### src/rtl/trans_issuer.sv
// Transaction issuer: buffers packed transfer words in a FIFO and offers them one
// at a time to a validator, with ack/result timeouts and saturating outcome counters.
module trans_issuer #(
  parameter int unsigned FIFO_DEPTH     = 4,
  parameter int unsigned ACK_TIMEOUT    = 8,
  parameter int unsigned RESULT_TIMEOUT = 16384,
  parameter int unsigned POST_GAP       = 3
) (
  input  logic         clk,
  input  logic         rst,
  input  logic [47:0]  in_sender,
  input  logic [47:0]  in_receiver,
  input  logic [21:0]  in_amount,
  input  logic         in_block_start,
  input  logic         in_valid,
  output logic         in_ready,
  output logic [127:0] data_o,
  output logic         valid_o,
  input  logic         ack_i,
  input  logic         result_valid_i,
  output logic [15:0]  accepted_cnt,
  output logic [15:0]  rejected_cnt,
  output logic [15:0]  noack_cnt,
  output logic         busy
);

  localparam int unsigned PW       = $clog2(FIFO_DEPTH);
  localparam int unsigned CW       = PW + 1;
  localparam int unsigned T_AR     = (ACK_TIMEOUT > RESULT_TIMEOUT) ? ACK_TIMEOUT : RESULT_TIMEOUT;
  localparam int unsigned TMAX     = (T_AR > POST_GAP) ? T_AR : POST_GAP;
  localparam int unsigned TW       = $clog2(TMAX + 1);
  localparam int unsigned GAP_LAST = (POST_GAP == 0) ? 0 : POST_GAP - 1;

  typedef enum logic [1:0] {IDLE, SEND, WAIT_RESULT, GAP} state_e;

  state_e          state_q, state_d;
  logic [TW-1:0]   timer_q, timer_d;
  logic [127:0]    data_q, data_d;
  logic            valid_q, valid_d;
  logic [15:0]     accepted_cnt_q, accepted_cnt_d;
  logic [15:0]     rejected_cnt_q, rejected_cnt_d;
  logic [15:0]     noack_cnt_q, noack_cnt_d;

  logic [127:0]    fifo_mem [FIFO_DEPTH];
  logic [PW-1:0]   wr_ptr_q, wr_ptr_d, rd_ptr_q, rd_ptr_d;
  logic [CW-1:0]   count_q, count_d;
  logic            full, empty, push, pop;
  logic [127:0]    in_word;

  function automatic logic [15:0] sat_inc(input logic [15:0] v);
    return (v == '1) ? v : v + 16'd1;
  endfunction

  assign in_word = {in_sender, in_receiver, in_amount, in_block_start, 9'd0};
  assign full    = (count_q == CW'(FIFO_DEPTH));
  assign empty   = (count_q == '0);
  assign push    = in_valid && !full;

  // FIFO storage carries no reset; an empty count is what makes it empty.
  always_ff @(posedge clk) begin
    if (push) fifo_mem[wr_ptr_q] <= in_word;
  end

  always_comb begin
    wr_ptr_d = wr_ptr_q;
    rd_ptr_d = rd_ptr_q;
    count_d  = count_q;
    if (push) wr_ptr_d = wr_ptr_q + PW'(1);
    if (pop)  rd_ptr_d = rd_ptr_q + PW'(1);
    if (push && !pop)      count_d = count_q + CW'(1);
    else if (pop && !push) count_d = count_q - CW'(1);
  end

  always_comb begin
    state_d        = state_q;
    timer_d        = timer_q + TW'(1);
    data_d         = data_q;
    valid_d        = valid_q;
    accepted_cnt_d = accepted_cnt_q;
    rejected_cnt_d = rejected_cnt_q;
    noack_cnt_d    = noack_cnt_q;
    pop            = 1'b0;
    unique case (state_q)
      IDLE: begin
        if (!empty) begin
          pop     = 1'b1;
          data_d  = fifo_mem[rd_ptr_q];
          valid_d = 1'b1;
          state_d = SEND;
        end
      end
      SEND: begin
        // ack takes priority over a timeout expiring in the same cycle
        if (ack_i) begin
          valid_d = 1'b0;
          state_d = WAIT_RESULT;
        end else if (timer_q == TW'(ACK_TIMEOUT - 1)) begin
          valid_d     = 1'b0;
          noack_cnt_d = sat_inc(noack_cnt_q);
          state_d     = IDLE;
        end
      end
      WAIT_RESULT: begin
        if (result_valid_i) begin
          accepted_cnt_d = sat_inc(accepted_cnt_q);
          state_d        = (POST_GAP == 0) ? IDLE : GAP;
        end else if (timer_q == TW'(RESULT_TIMEOUT - 1)) begin
          rejected_cnt_d = sat_inc(rejected_cnt_q);
          state_d        = IDLE;
        end
      end
      GAP: begin
        if (timer_q >= TW'(GAP_LAST)) state_d = IDLE;
      end
      default: state_d = IDLE;
    endcase
    if (state_d != state_q) timer_d = '0;
  end

  always_ff @(posedge clk or posedge rst) begin
    if (rst) begin
      state_q        <= IDLE;
      timer_q        <= '0;
      data_q         <= '0;
      valid_q        <= 1'b0;
      accepted_cnt_q <= '0;
      rejected_cnt_q <= '0;
      noack_cnt_q    <= '0;
      wr_ptr_q       <= '0;
      rd_ptr_q       <= '0;
      count_q        <= '0;
    end else begin
      state_q        <= state_d;
      timer_q        <= timer_d;
      data_q         <= data_d;
      valid_q        <= valid_d;
      accepted_cnt_q <= accepted_cnt_d;
      rejected_cnt_q <= rejected_cnt_d;
      noack_cnt_q    <= noack_cnt_d;
      wr_ptr_q       <= wr_ptr_d;
      rd_ptr_q       <= rd_ptr_d;
      count_q        <= count_d;
    end
  end

  assign in_ready     = !full;
  assign data_o       = data_q;
  assign valid_o      = valid_q;
  assign accepted_cnt = accepted_cnt_q;
  assign rejected_cnt = rejected_cnt_q;
  assign noack_cnt    = noack_cnt_q;
  assign busy         = (state_q != IDLE) || !empty;

endmodule

### config.mk
export PLATFORM = sky130hd
export DESIGN_NAME = trans_issuer
export DESIGN_NICKNAME = d
export VERILOG_FILES = /design/src/rtl/trans_issuer.sv
export SDC_FILE = /design/constraint.sdc
export NUM_CORES = 1
export LEC_CHECK = 0
export BUFFER_PORTS_ARGS = -buffer_cell sky130_fd_sc_hd__buf_2
export CELL_PAD_IN_SITES_DETAIL_PLACEMENT = 0
export CELL_PAD_IN_SITES_GLOBAL_PLACEMENT = 1
export CORE_ASPECT_RATIO = 0.9
export CORE_MARGIN = 1
export CORE_UTILIZATION = 51
export CTS_CLUSTER_SIZE = 30
export DETAILED_ROUTE_END_ITERATION = 8
export MAX_ROUTING_LAYER = met4
export PLACE_DENSITY = 0.8
export SLEW_MARGIN = 25
export SYNTH_ARGS = -nofsm -noshare
export SYNTH_HDL_FRONTEND = slang
export SYNTH_SLANG_ARGS = --single-unit
### constraint.sdc
create_clock -name clk -period 14.9 [get_ports clk]
set_clock_uncertainty 0.2 [all_clocks]
set_input_delay 2.98 -clock clk [delete_from_list [all_inputs] [get_ports clk]]
set_output_delay 2.98 -clock clk [all_outputs]
set_load 0.01 [all_outputs]
==> metrics.yaml <==
sta:
  max-slew-margin-rel: 0.428
  timing_hold_violations_final: 0
  layout_min_cycle_time_ps: 5040
  tightest_slew_ps: 859
  setup_tns_ps: 0
  rsz0062_at_grt: "no"
  drv_slew: 0
  fin_crit_sh: 0.338
  fmax_ghz: 0.198
  setup_viol: 0
global_routing:
  grt_pass1_vias: 13200
  antenna_found_initial: 20
  grt_max_degree: 85
  grt_pass1_wl_mm: 78.9
  overflow: 0
  grt_usage: 0.216
clocking:
  numClockSinks: 668
  cts_tree: "yes"
  post_cts.repair.setup_buffers: 0
  root_buffer: "clkbuf_16"
  cts-resized-gates: 0
  ctsHoldBuffers: 0
  clk_latency_ps: 580
  numCtsBuffers: 68
  htree_levels: 3
  clk_pin_slew_ps: 60
  clockBufferDepth: 3
worst_setup_path:
  critPathMaxFanout: 52
  critPathSlowestCell: "buf_4"
  crit_top_cell: "buf_4"
  start_kind: "input port"
  cp_data_arrival_time_ps: 5050
  crit_type: "in -> reg"
  required_ps: 14910
  max_stage_delay_ps: 740
  crit_chain: "buf_2, and3_4, buf_4, buf_4"
  endpoint_kind: "flop"
  rrSetupSlack_ps: 11600
synth:
  syn_inst: 1252
  syn_avg_cell_area_um2: 20.2
  synth-edff-count: 476
  synth_top_family_by_area: "multiplexers"
  yosysSeqAreaShare: 0.755
  muxShareOfSynthArea: 0.163
  synth_compound_area_frac: 0.00495
  synth_cell_types: 50
  synth_top_flop_cell: "edfxtp_1"
  synth_area_um2: 25300
  synth_fa_ha_area_frac: 0.00574
  async_flop_share: 0.287
  synth_xor_area_frac: 0.0187
  synth-seq-cells: 668
  synthSimpleGateAreaFrac: 0.0385
  ys.warnings.count: 0
placed_design:
  place.port_buffers: 293
  post-place-cells: 2142
  gp_congestion: 0.781
  hpwl_mm: 31.5
hold_path:
  hold_path.class: "reg -> reg"
die:
  coreArea_um2: 49000
  ioPinCount: 303
  die_area_um2: 50500
  start_util: 0.516
  dieWidth_um: 237
  rows: 77
  die_h_um: 213
detailed_routing:
  via_per_inst: 5.50
  antenna_left: 0
  drt-total-wl_mm: 51.0
  firstDrtPassIters: 5
  vias: 12600
  drc: 0
  wire_per_inst_um: 22.3
  dr.first_iter.drc_count: 774
final_layout:
  final_common_cell: "edfxtp_1"
  final_cell_mix: "edfxtp_1, buf_2, dfrtp_1, mux2_2, mux4_2"
  nets: 1718
  synthToLayoutAreaGrowth_pct: 17.7
  drive_gt1_frac: 0.407
  finalNonFillerCells: 2284
  nFillCells: 3555
pwr:
  irDropWorstVdd_mv: 0.122
  power_density_nw_per_um2: 200
  leakagePower_uw: 0.0111
run:
  max-cap-violations: 0
run_status:
  status: "complete, no violations"
==> synth_stat cells (all sizes together) (3+ instances only) <==
master,count,share of area
nor3,14,0.0028
nor2,38,0.0056
mux2,127,0.057
nand4,22,0.0054
xnor2,33,0.011
ha,10,0.0049
inv,12,0.0018
a21oi,5,0.00099
mux4,119,0.11
nand3,25,0.0049
clkbuf,26,0.0039
nor3b,3,0.00089
and2,7,0.0018
and4,4,0.0014
xor2,21,0.0073
o21ai,4,0.00079
nand2b,3,0.00074
and3,13,0.0032
dfrtp,192,0.19
edfxtp,476,0.57
nor4,9,0.0036
buf,33,0.0079
nand2,35,0.0055
==> metal layers <==
layer  part of all wire  global-route usage
met5                  0                   -
met4              0.021              0.0647
met2               0.49               0.337
met1               0.42               0.279
met3              0.067              0.0628
==> final cells by class <==
cell class                 count  area [µm²]  area share
clock inverter                39         342      0.0115
sequential                   668       19100       0.642
multi-input combinational    521        5910       0.199
antenna                       17        42.5     0.00143
clock buffer                  83        1800      0.0605
timing repair buffer         312        1710      0.0575
inverter                      12        52.6     0.00177
tap                          632         791      0.0266
==> where the power goes <==
group | leakage [µW] | switching [µW] | total (µW) | internal, µW
sequential | 0.00674 | 232 | 2720 | 2480
clock | 0.00105 | 686 | 1650 | 963
combinational | 0.00335 | 786 | 1580 | 796
==> critical path: cells and delay by family <==
family | cells | cell delay [ps]
AND/OR/NAND/NOR | 1 | 460
buffers and inverters | 3 | 1510
==> worst paths after layout <==
| kind | start | to | depth (start not counted) |
|---|---|---|---|
| max | in_valid | fifo_mem[0][58] | 4 |
| min | noack_cnt[7] | noack_cnt[7] | 1 |
| max reg2reg | count_q[0] | fifo_mem[0][58] | 5 |
| min reg2reg | noack_cnt[7] | noack_cnt[7] | 1 |
| max in group asynchronous | rst | rd_ptr_q[0] | 3 |
| min in group asynchronous | rst | data_o[71] | 2 |
==> per-stage QoR <==
stage	util	instance area [µm²]	hold WS [ps]	power, µW	setup slack, ps
after floorplan	-	25300	274	3800	6490
after detailed placement	0.560	27500	277	4360	9210
after global placement	0.559	27400	269	4300	9220
after CTS	0.604	29600	289	6020	9830
after global routing	0.607	29800	306	6240	9730
final	0.607	29800	285	5950	9860
==> state kept, by name, summed over array words and instances, names as in the netlist <==
signal,flops
fifo_mem,476
noack_cnt,16
state_q,2
count_q,3
valid_o,1
wr_ptr_q,2
rd_ptr_q,2
data_o,119
accepted_cnt,16
rejected_cnt,16
timer_q,15
==> cells by family after synthesis <==
logic type               after synthesis
AND/OR/NAND/NOR                      181
AO/OA/AOI/OAI                         19
multiplexers                         247
buffers and inverters                 71
other                                  1
flip-flops                           668
adder cells (fa/ha/maj)               11
XOR/XNOR                              54
(Power assumes the default switching activity.)
